==> src/rtl/align_batch_sched.sv <==
// Batch scheduler ahead of the alignment stage: buffers up to DEPTH partial
// products, tracks the batch max exponent, then issues them one per cycle.
module align_batch_sched #(
  parameter int unsigned DEPTH = 9,
  parameter int unsigned EXP_W = 6,
  parameter int unsigned PP_W  = 4,
  parameter int unsigned QF_W  = 5
) (
  input  logic             i_clk,
  input  logic             i_rst_n,
  input  logic             in_valid,
  output logic             in_ready,
  input  logic [PP_W-1:0]  in_pp,
  input  logic [EXP_W-1:0] in_exp,
  input  logic [QF_W-1:0]  in_Q_frac,
  input  logic             in_last,
  output logic             o_valid,
  output logic [PP_W-1:0]  o_denorm_pp,
  output logic [EXP_W-1:0] o_exp,
  output logic [EXP_W-1:0] o_max_exp,
  output logic [QF_W-1:0]  o_Q_frac,
  output logic [3:0]       o_lane,
  output logic             o_last,
  output logic             o_busy
);

  localparam logic [3:0] LAST_IDX = 4'(DEPTH - 1);

  typedef enum logic {
    COLLECT,
    ISSUE
  } state_e;

  state_e           state_q, state_d;
  logic [3:0]       wr_ptr_q, wr_ptr_d;
  logic [3:0]       rd_ptr_q, rd_ptr_d;
  logic [3:0]       cnt_q, cnt_d;
  logic [EXP_W-1:0] max_q, max_d;
  logic             seen_q, seen_d;
  logic [QF_W-1:0]  qf_q, qf_d;

  logic [PP_W-1:0]  pp_mem_q  [DEPTH];
  logic [EXP_W-1:0] exp_mem_q [DEPTH];

  logic             accept;
  logic             live;
  logic             base_seen;
  logic [EXP_W-1:0] base_max;

  assign accept    = in_valid && (state_q == COLLECT);
  assign live      = |in_pp[PP_W-2:0];
  // The first beat of a batch starts the max search fresh, so no clear is needed between batches.
  assign base_seen = (wr_ptr_q == '0) ? 1'b0 : seen_q;
  assign base_max  = (wr_ptr_q == '0) ? '0 : max_q;

  always_ff @(posedge i_clk or negedge i_rst_n) begin
    if (!i_rst_n) begin
      state_q  <= COLLECT;
      wr_ptr_q <= '0;
      rd_ptr_q <= '0;
      cnt_q    <= '0;
      max_q    <= '0;
      seen_q   <= 1'b0;
      qf_q     <= '0;
    end else begin
      state_q  <= state_d;
      wr_ptr_q <= wr_ptr_d;
      rd_ptr_q <= rd_ptr_d;
      cnt_q    <= cnt_d;
      max_q    <= max_d;
      seen_q   <= seen_d;
      qf_q     <= qf_d;
    end
  end

  always_ff @(posedge i_clk) begin
    if (accept) begin
      pp_mem_q[wr_ptr_q]  <= in_pp;
      exp_mem_q[wr_ptr_q] <= in_exp;
    end
  end

  always_comb begin
    state_d  = state_q;
    wr_ptr_d = wr_ptr_q;
    rd_ptr_d = rd_ptr_q;
    cnt_d    = cnt_q;
    max_d    = max_q;
    seen_d   = seen_q;
    qf_d     = qf_q;
    unique case (state_q)
      COLLECT: begin
        if (accept) begin
          wr_ptr_d = wr_ptr_q + 4'd1;
          if (wr_ptr_q == '0) qf_d = in_Q_frac;
          max_d  = base_max;
          seen_d = base_seen;
          if (live) begin
            seen_d = 1'b1;
            if (!base_seen || (in_exp > base_max)) max_d = in_exp;
          end
          if (in_last || (wr_ptr_q == LAST_IDX)) begin
            cnt_d    = wr_ptr_q + 4'd1;
            rd_ptr_d = '0;
            wr_ptr_d = '0;
            state_d  = ISSUE;
          end
        end
      end
      ISSUE: begin
        if (rd_ptr_q == cnt_q - 4'd1) begin
          state_d  = COLLECT;
          wr_ptr_d = '0;
          rd_ptr_d = '0;
        end else begin
          rd_ptr_d = rd_ptr_q + 4'd1;
        end
      end
      default: state_d = COLLECT;
    endcase
  end

  always_comb begin
    in_ready    = (state_q == COLLECT);
    o_valid     = 1'b0;
    o_busy      = 1'b0;
    o_denorm_pp = '0;
    o_exp       = '0;
    o_max_exp   = '0;
    o_Q_frac    = '0;
    o_lane      = '0;
    o_last      = 1'b0;
    if (state_q == ISSUE) begin
      o_valid     = 1'b1;
      o_busy      = 1'b1;
      o_denorm_pp = pp_mem_q[rd_ptr_q];
      o_exp       = exp_mem_q[rd_ptr_q];
      o_max_exp   = max_q;
      o_Q_frac    = qf_q;
      o_lane      = rd_ptr_q;
      o_last      = (rd_ptr_q == cnt_q - 4'd1);
    end
  end

endmodule

==> config.mk <==
export PLATFORM = sky130hd
export DESIGN_NAME = align_batch_sched
export DESIGN_NICKNAME = d
export VERILOG_FILES = /design/src/rtl/align_batch_sched.sv
export SDC_FILE = /design/constraint.sdc
export NUM_CORES = 1
export LEC_CHECK = 0
export ABC_AREA = 0
export CAP_MARGIN = 20
export CORE_ASPECT_RATIO = 0.6
export CORE_MARGIN = 5
export CORE_UTILIZATION = 51
export DETAILED_ROUTE_END_ITERATION = 10
export MAX_ROUTING_LAYER = met4
export PLACE_DENSITY = 0.87
export SLEW_MARGIN = 5
export SYNTH_ARGS = -nofsm -noshare
export SYNTH_HDL_FRONTEND = slang
export SYNTH_SLANG_ARGS = --single-unit
==> constraint.sdc <==
create_clock -name i_clk -period 2.4 [get_ports i_clk]
set_input_delay 0.48 -clock i_clk [delete_from_list [all_inputs] [get_ports i_clk]]
set_output_delay 0.48 -clock i_clk [all_outputs]
set_load 0.03 [all_outputs]
==> results of run 1 <==
## logic make-up (layout without fill, tap and decap cells)
| family | after synthesis | in the layout | share of synthesized area [%] |
|---|---|---|---|
| compound gates | 44 | 44 | 5.72 |
| flops | 115 | 115 | 66.7 |
| buf+inv | 26 | 151 | 2.41 |
| mux | 33 | 33 | 11.7 |
| fa+ha+maj | 12 | 12 | 3.01 |
| simple gates | 81 | 81 | 8.73 |
| xor+xnor | 8 | 8 | 1.68 |
## report_power, final
group          switching (mW)  internal [mW]
Combinational            2.09           1.88
Sequential              0.202           2.38
Clock                   0.958           1.64
Total                    3.25           5.90
## stage by stage
stage	hold WS, ps	setup TNS, ps
floorplan	184	-7.87
global placement	451	-254
detailed placement	462	-1320
CTS	446	-3000
global route	473	-3750
finish	434	-2700
## synthesized netlist by cell type, types with 4 or more instances
| cell | number |
|---|---|
| a22o_1 | 9 |
| edfxtp_1 | 90 |
| ha_1 | 12 |
| nor2_1 | 7 |
| xnor2_1 | 4 |
| mux4_2 | 20 |
| nand2_1 | 30 |
| inv_1 | 9 |
| nand2b_1 | 4 |
| a21oi_1 | 14 |
| clkbuf_1 | 10 |
| mux2i_1 | 10 |
| and2_1 | 22 |
| dfrtp_1 | 25 |
| o21ai_0 | 15 |
## repair_timing
action,in CTS,in global routing
gates cloned,2,0
buffers inserted,9,4
pin swaps,8,14
gates resized for setup,63,12
endpoints found under the setup margin,31,17
## per-layer routing
layer / up-vias / track usage (%)
met5: - / -
met4: 0 / 8.97
met3: 38 / 6.90
met2: 204 / 35.7
met1: 1651 / 31.7
li1: 1434 / -
## state kept, by name (all words and copies together) (netlist names)
signal,cells
state_q,1
seen_q,1
pp_mem_q,36
cnt_q,4
rd_ptr_q,4
exp_mem_q,54
max_q,6
qf_q,5
wr_ptr_q,4
## cells in the final DEF (no fill, tap or decap), types with 5 or more instances in the layout
| master | count |
|---|---|
| a21oi_1 | 11 |
| a22o_1 | 9 |
| and2_1 | 21 |
| buf_12 | 8 |
| buf_4 | 55 |
| buf_8 | 5 |
| clkbuf_16 | 18 |
| clkdlybuf4s50_1 | 20 |
| dfrtp_1 | 24 |
| dlygate4sd2_1 | 14 |
| edfxtp_1 | 90 |
| ha_1 | 5 |
| ha_4 | 7 |
| inv_1 | 6 |
| mux2i_1 | 9 |
| mux4_2 | 20 |
| nand2_1 | 26 |
| nor2_1 | 7 |
| o21ai_0 | 15 |
## worst max-delay path by stage
stage / startpoint / to / cells after the start
6_report: wr_ptr_q[1] / max_q[3] / 11
5_1_grt: wr_ptr_q[0] / max_q[3] / 11
4_1_cts: wr_ptr_q[1] / max_q[3] / 11
3_5_place_dp: wr_ptr_q[1] / max_q[0] / 11
3_3_place_gp: wr_ptr_q[1] / max_q[0] / 11
2_1_floorplan: wr_ptr_q[0] / max_q[0] / 10
## critical path, cell delays in order (launching register included)
cell	delay, ps
dfrtp_1	390
inv_2	90
ha_4	130
or3b_4	390
buf_8	160
and2_4	140
ha_4	150
nand2b_4	140
a21oi_4	150
a2111oi_4	60
a2111o_1	480
a22o_1	240
## cell type report
type / instances / area share [%]
Sequential cell: 115 / 48.2
Multi-Input combinational cell: 178 / 24.7
Timing Repair Buffer: 110 / 15.5
Clock buffer: 18 / 6.21
Clock inverter: 14 / 2.57
Tap cell: 135 / 2.44
Inverter: 9 / 0.489
==> flow_metrics.env, run 1 <==
export IMPL_regToRegSetupSlack_ps=-240
export IMPL_remaining_drc_errors=0
export IMPL_synthArstFlopShare_pct=21.7
export IMPL_post_route_period_util_pct=110
export IMPL_io_pins=48
export IMPL_r2r_end="max_q[3]"
export IMPL_holdCritPathClass="primary input to asynchronous set/reset pin"
export IMPL_irDropWorstVdd_uv=839
export IMPL_placed_cells=532
export IMPL_synth_distinct_cells=40
export IMPL_layout_drive_gt1_share_pct=35.8
export IMPL_final_core_util_pct=71.2
export IMPL_rows=28
export IMPL_finalHoldViolations=0
export IMPL_top_layer_used="met4"
export IMPL_met1_length_mm=5.47
export IMPL_synth_largest_area_cell="edfxtp_1"
export IMPL_root_buffer="clkbuf_16"
export IMPL_n_fill_cell=595
export IMPL_drt_antenna_violating_nets=0
export IMPL_synth_top_area_share_pct=54.2
export IMPL_port_buffers=47
export IMPL_grt_pass1_wl_mm=19.7
export IMPL_cts_sinks=115
export IMPL_synth_flop_cell="edfxtp_1"
export IMPL_multi_input_area_um2=1700
export IMPL_synth_area_um2=4990
export IMPL_synthTopCellsByArea="edfxtp_1, dfrtp_1, mux4_2, ha_1, and2_1"
export IMPL_vias=3327
export IMPL_synth_nets=350
export IMPL_die_y_um=86.6
export IMPL_nNetsFinal=462
export IMPL_gr_total_overflow=0
export IMPL_firstDrtPassIters=5
export IMPL_wl_met3_mm=1.08
export IMPL_core_area_um2=9700
export IMPL_syn_avg_cell_area_um2=15.6
export IMPL_powerDensity_nw_per_um2=1320
export IMPL_antenna_found_initial=0
export IMPL_period_needed_ps=2640
export IMPL_dr_first_iter_drc_count=379
export IMPL_worstPathArrival_ps=2950
export IMPL_crit_type="flip-flop to flip-flop"
export IMPL_rsz0062_at_grt="yes"
export IMPL_vias_per_cell=5.75
export IMPL_die_area_um2=11900
export IMPL_grt_max_degree=26
export IMPL_place_congestion=0.889
export IMPL_clock_latency_ps=420
export IMPL_cts_tree="yes"
export IMPL_syn_inst=319
export IMPL_design_area_um2=6910
export IMPL_synth_edf_count=90
export IMPL_chipWidth_um=138
export IMPL_finalMaxSlewViolations=0
export IMPL_ys_seq_elements=115
export IMPL_worstPathRequired_ps=2700
export IMPL_grt_use_total_pct=24.0
export IMPL_max_slew_margin_pct=69.6
export IMPL_r2r_cells=11
export IMPL_fin_skew_ps=11.6
export IMPL_cp_max_fo=6
export IMPL_setup_viol=16
export IMPL_setup_slack_ps=-241
export IMPL_dpl_cell_area_um2=6110
export IMPL_dp_hpwl_mm=7.80
export IMPL_num_antenna_cells=0
export IMPL_wirelength_mm=13.1
export IMPL_cts_made_buffers=17
export IMPL_postCtsHoldBufs=0
export IMPL_status="finished, violations left"
export IMPL_syn2layout_area_growth_pct=38.6
export IMPL_r2r_start="wr_ptr_q[1]"
export IMPL_grt_pass1_vias=3402
export IMPL_fmax_mhz=379
export IMPL_cap_violations=0
export IMPL_cp_end_kind="flip-flop"
export IMPL_regArea_um2=3330
export IMPL_yosys_warnings=0
export IMPL_met2_length_mm=6.22
export IMPL_worstMarginPinSlew_ps=455
export IMPL_leakage_nw=2.67
export IMPL_wire_per_inst_um=22.6
export IMPL_violations="negative setup slack"
export IMPL_h_tree_depth=4
export IMPL_initial_utilization_pct=51.4
export IMPL_clk_pin_slew_ps=60
export IMPL_crit_path_start_kind="flip-flop"
export IMPL_seq_area_frac_synth_pct=66.7
export IMPL_layout_cells_non_filler=579
export IMPL_totalPowerFinal_mw=9.15
export IMPL_pre_cts_slack_ps=-194
export IMPL_clockBufferDepth=2
Note: power is estimated with default switching activity, not from simulation.
==> run 2, diff against run 1 <==
SKIP_LAST_GASP = 1   (was unset)
==> run 2 against run 1 <==
The run still ends with negative setup slack left; cell area unchanged; total power about the same; die area did not move; global-route usage barely moved; critical path depth did not move; sequential share of layout area unchanged; first-iteration DRC count rose by 21%; sequential cell count did not move; sequential power barely moved; critical path type unchanged; non-clock buffer count unchanged.
==> flow_metrics.env, run 2 (synthesized netlist as in run 1, its figures left out) <==
export IMPL_status="finished, violations left"
export IMPL_violations="negative setup slack"
export IMPL_max_slew_margin_pct=69.0
export IMPL_drt_antenna_violating_nets=0
export IMPL_die_y_um=86.6
export IMPL_remaining_drc_errors=0
export IMPL_vias_per_cell=5.70
export IMPL_root_buffer="clkbuf_16"
export IMPL_crit_type="flip-flop to flip-flop"
export IMPL_top_register="exp_mem_q"
export IMPL_irDropWorstVdd_uv=832
export IMPL_pre_cts_slack_ps=-194
export IMPL_grt_max_degree=26
export IMPL_cpMostUsedCell="ha_4"
export IMPL_antenna_found_initial=0
export IMPL_layout_drive_gt1_share_pct=35.8
export IMPL_postCtsHoldBufs=0
export IMPL_worstPathArrival_ps=2940
export IMPL_wirelength_mm=13.1
export IMPL_finalHoldViolations=0
export IMPL_groute_layer_met1_usage_pct=32.0
export IMPL_regToRegSetupSlack_ps=-240
export IMPL_met2_usage_pct=35.4
export IMPL_final_cell_mix="edfxtp_1, buf_4, nand2_1"
export IMPL_crit_path_start_kind="flip-flop"
export IMPL_nNetsFinal=462
export IMPL_core_area_um2=9700
export IMPL_cp_cell_sequence="inv_2 -> ha_4 -> or3b_4 -> buf_8 -> and2_4 -> ha_4 -> nand2b_4 -> a21oi_4 -> a2111oi_4 -> a2111o_1 -> a22o_1"
export IMPL_layout_cells_non_filler=579
export IMPL_fmax_mhz=379
export IMPL_rsz0062_at_grt="yes"
export IMPL_clockBufferDepth=2
export IMPL_grt_use_total_pct=24.0
export IMPL_die_area_um2=11900
export IMPL_r2r_cells=11
export IMPL_clock_latency_ps=420
export IMPL_worstMarginPinSlew_ps=465
export IMPL_cp_max_fo=6
export IMPL_vias=3303
export IMPL_finalMaxSlewViolations=0
export IMPL_busiest_layer="met2"
export IMPL_gr_total_overflow=0
export IMPL_holdCritPathClass="primary input to asynchronous set/reset pin"
export IMPL_cp_slowest_cell="a2111o_1"
export IMPL_dr_first_iter_drc_count=458
export IMPL_initial_utilization_pct=51.4
export IMPL_final_common_cell="edfxtp_1"
export IMPL_n_fill_cell=594
export IMPL_grt_pass1_vias=3401
export IMPL_placed_cells=532
export IMPL_h_tree_depth=4
export IMPL_powerDensity_nw_per_um2=1320
export IMPL_syn2layout_area_growth_pct=38.6
export IMPL_use_met3_pct=6.90
export IMPL_dp_hpwl_mm=7.80
export IMPL_cts_tree="yes"
export IMPL_cp_end_kind="flip-flop"
export IMPL_period_needed_ps=2640
export IMPL_post_route_period_util_pct=110
export IMPL_rows=28
export IMPL_reg_largest_list="exp_mem_q: 54 flops, pp_mem_q: 36 flops, max_q: 6 flops"
export IMPL_chipWidth_um=138
export IMPL_cts_sinks=115
export IMPL_largest_reg_flops=54
export IMPL_worstPathRequired_ps=2700
export IMPL_place_congestion=0.889
export IMPL_grt_pass1_wl_mm=19.8
export IMPL_setup_slack_ps=-242
export IMPL_cap_violations=0
export IMPL_leakage_nw=2.67
export IMPL_port_buffers=47
export IMPL_fin_skew_ps=10.6
export IMPL_wire_per_inst_um=22.5
export IMPL_cts_made_buffers=17
export IMPL_num_antenna_cells=0
export IMPL_firstDrtPassIters=7
export IMPL_cpPeakStageDelay_ps=480
export IMPL_clk_pin_slew_ps=60
export IMPL_setup_viol=16
export IMPL_io_pins=48
run 2: worst paths after layout:
path / from / end
min in group i_clk: qf_q[2] / qf_q[2]
max: wr_ptr_q[0] / max_q[3]
min: i_rst_n / rd_ptr_q[2]
max in group asynchronous: i_rst_n / rd_ptr_q[0]
max reg2reg: wr_ptr_q[0] / max_q[3]
min reg2reg: qf_q[2] / qf_q[2]
run 2: layout make-up:
| cell class | instances | area [µm²] | share of cell area [%] |
|---|---|---|---|
| multi-input combinational | 178 | 1700 | 24.7 |
| clock buffer | 18 | 429 | 6.21 |
| inverter | 9 | 33.8 | 0.489 |
| tap | 135 | 169 | 2.44 |
| sequential | 115 | 3330 | 48.2 |
| timing repair buffer | 110 | 1070 | 15.5 |
| clock inverter | 14 | 178 | 2.57 |
run 2: critical path: cells and delay by family (launching register included):
kind | cells | cell delay (ps)
simple gates | 3 | 670
compound gates | 4 | 930
fa+ha+maj | 2 | 270
flops | 1 | 400
buf+inv | 2 | 250
run 2: routing by layer:
layer	vias up	share of wire [%]	wire length (µm)
li1	1436	-	-
met1	1652	42	5480
met2	176	48	6230
met3	39	7.4	968
met4	0	2.8	369
met5	-	0	0
run 2: timing repair:
| item | in CTS | in global routing |
|---|---|---|
| pin swaps | 7 | 13 |
| gates cloned | 2 | 0 |
| endpoints found under the setup margin | 31 | 17 |
| resized for setup | 57 | 22 |
| setup buffers | 9 | 4 |
run 2: where the power goes:
| group | switching (mW) | internal, mW | leakage, nW |
|---|---|---|---|
| Sequential | 0.202 | 2.38 | 1.12 |
| Combinational | 2.09 | 1.88 | 1.26 |
| Clock | 0.955 | 1.64 | 0.284 |
run 2: through the flow:
stage | power (mW) | hold slack, ps | instance area [µm²] | utilization, % | setup TNS [ps]
after floorplan | 4.84 | 184 | 5110 | - | -7.87
after detailed placement | 6.14 | 462 | 6110 | 62.9 | -1320
after CTS | 8.94 | 446 | 6820 | 70.3 | -3040
after global routing | 9.51 | 473 | 6910 | 71.2 | -3790
after global placement | 6.01 | 451 | 6110 | 62.9 | -254
final | 9.14 | 439 | 6910 | 71.2 | -2600
==> run 3, diff against run 2 <==
PLACE_DENSITY = 0.73   (was 0.87)
clock period = 2.2 ns   (was 2.4 ns; I/O delays follow)
==> run 3 against run 2 <==
The flow still finishes with violations (negative setup slack); critical path type unchanged; cell count fell by 0.17%; critical path depth is 1 lower; largest cell class unchanged; sequential power grew 8.1%; die area unchanged; register-to-register slack worse by 90 ps.
==> flow_metrics.env, run 3 (synthesized netlist as in run 1, its figures left out) <==
export IMPL_grt_pass1_vias=3266
export IMPL_max_slew_margin_pct=68.5
export IMPL_fmax_mhz=395
export IMPL_place_congestion=0.832
export IMPL_final_common_cell="edfxtp_1"
export IMPL_gr_total_overflow=0
export IMPL_worstPathArrival_ps=2830
export IMPL_cp_end_kind="flip-flop"
export IMPL_h_tree_depth=4
export IMPL_worstPathRequired_ps=2500
export IMPL_fin_skew_ps=9.60
export IMPL_initial_utilization_pct=51.4
export IMPL_worstMarginPinSlew_ps=472
export IMPL_grt_pass1_wl_mm=19.5
export IMPL_dp_hpwl_mm=7.70
export IMPL_setup_tns_ps=-4520
export IMPL_final_core_util_pct=72.2
export IMPL_nNetsFinal=462
export IMPL_placed_cells=532
export IMPL_post_route_period_util_pct=115
export IMPL_design_area_um2=7010
export IMPL_dr_first_iter_drc_count=379
export IMPL_grt_max_degree=26
export IMPL_cpPeakStageDelay_ps=470
export IMPL_clockBufferDepth=2
export IMPL_finalHoldViolations=0
export IMPL_final_cell_mix="edfxtp_1, buf_4, nand2_1"
export IMPL_layout_drive_gt1_share_pct=40.0
export IMPL_die_y_um=86.6
export IMPL_rows=28
export IMPL_setup_viol=16
export IMPL_antenna_found_initial=0
export IMPL_holdCritPathClass="primary input to asynchronous set/reset pin"
export IMPL_status="finished, violations left"
export IMPL_violations="negative setup slack"
export IMPL_firstDrtPassIters=5
export IMPL_worstPathBufferInverterCount=1
export IMPL_crit_path_start_kind="flip-flop"
export IMPL_drt_antenna_violating_nets=0
export IMPL_core_area_um2=9700
export IMPL_port_buffers=47
export IMPL_setup_slack_ps=-331
export IMPL_cp_slowest_cell="or3b_4"
export IMPL_chipWidth_um=138
export IMPL_vias=3243
export IMPL_path_delay_family="compound AO/OA/AOI/OAI gates"
export IMPL_n_fill_cell=620
export IMPL_cts_tree="yes"
export IMPL_crit_type="flip-flop to flip-flop"
export IMPL_cpMostUsedCell="ha_4"
export IMPL_largest_reg_flops=54
export IMPL_vias_per_cell=5.61
export IMPL_top_register="exp_mem_q"
export IMPL_whs_ps=403
export IMPL_totalPowerFinal_mw=10.1
export IMPL_reg_largest_list="exp_mem_q: 54 flops, pp_mem_q: 36 flops, max_q: 6 flops"
export IMPL_num_antenna_cells=0
export IMPL_wirelength_mm=12.6
export IMPL_layout_cells_non_filler=578
export IMPL_cts_made_buffers=17
export IMPL_cap_violations=0
export IMPL_period_needed_ps=2530
export IMPL_grt_use_total_pct=23.6
export IMPL_dpl_cell_area_um2=6120
export IMPL_clk_pin_slew_ps=60
export IMPL_cp_max_fo=8
export IMPL_leakage_nw=2.71
export IMPL_wire_per_inst_um=21.8
export IMPL_cp_cell_sequence="inv_2 -> ha_4 -> or3b_4 -> nand2_4 -> ha_4 -> nand4_1 -> a21oi_4 -> a2111oi_4 -> a2111o_1 -> a22o_1"
export IMPL_finalMaxSlewViolations=0
export IMPL_irDropWorstVdd_uv=985
export IMPL_remaining_drc_errors=0
export IMPL_rsz0062_at_grt="yes"
export IMPL_die_area_um2=11900
export IMPL_cts_sinks=115
export IMPL_syn2layout_area_growth_pct=40.5
export IMPL_root_buffer="clkbuf_16"
export IMPL_pre_cts_slack_ps=-354
export IMPL_powerDensity_nw_per_um2=1450
export IMPL_io_pins=48
export IMPL_regArea_um2=3330
export IMPL_multi_input_area_um2=1740
export IMPL_clock_latency_ps=410
## run 3: cell types whose count changed in the layout (fill, tap and decap cells not counted), sizes merged
cell,delta
dlygate4sd2,-13
inv,-4
bufbuf,+2
dlymetal6s2s,+2
clkinv,+6
clkdlybuf4s15,-2
clkinvlp,-3
buf,+14
clkdlybuf4s50,-2
clkbuf,-1
## run 3: what timing repair did
item | CTS | global route
setup buffers | 9 | 4
pin swaps | 19 | 12
hold buffers | 0 | 0
hold endpoints to repair | 0 | 0
gates resized for setup | 75 | 24
setup endpoints to repair | 18 | 19
cloned | 3 | 0
## run 3: area by class of cell
| cell class | instances | area share, % |
|---|---|---|
| Sequential cell | 115 | 47.5 |
| Multi-Input combinational cell | 178 | 24.8 |
| Timing Repair Buffer | 110 | 16.6 |
| Clock buffer | 18 | 6.13 |
| Tap cell | 135 | 2.41 |
| Clock inverter | 13 | 2.04 |
| Inverter | 9 | 0.482 |
## run 3: final timing paths
kind / to / slack, ps / start / cells past startpoint
worst max register to register: max_q[1] / -330 / wr_ptr_q[0] / 10
worst max-delay path: max_q[1] / -330 / wr_ptr_q[0] / 10
min in group i_clk: qf_q[0] / 470 / qf_q[0] / 2
worst min-delay path: rd_ptr_q[2] / 400 / i_rst_n / 2
worst min register to register: qf_q[0] / 470 / qf_q[0] / 2
max in group asynchronous: rd_ptr_q[0] / 1510 / i_rst_n / 2
## run 3: per-layer routing
| metal | global-route usage (%) | vias to the layer above | wire length (µm) |
|---|---|---|---|
| met2 | 33.5 | 142 | 5910 |
| met3 | 6.15 | 14 | 1040 |
| met4 | 6.07 | 0 | 105 |
| met1 | 34.3 | 1650 | 5530 |
| met5 | - | - | 0 |
| li1 | - | 1437 | - |
## run 3: power breakdown
part / total (mW) / leakage (nW) / internal [mW] / switching, mW
logic: 4.64 / 1.31 / 2.32 / 2.32
registers: 2.79 / 1.12 / 2.60 / 0.196
clock network: 2.70 / 0.282 / 1.75 / 0.947
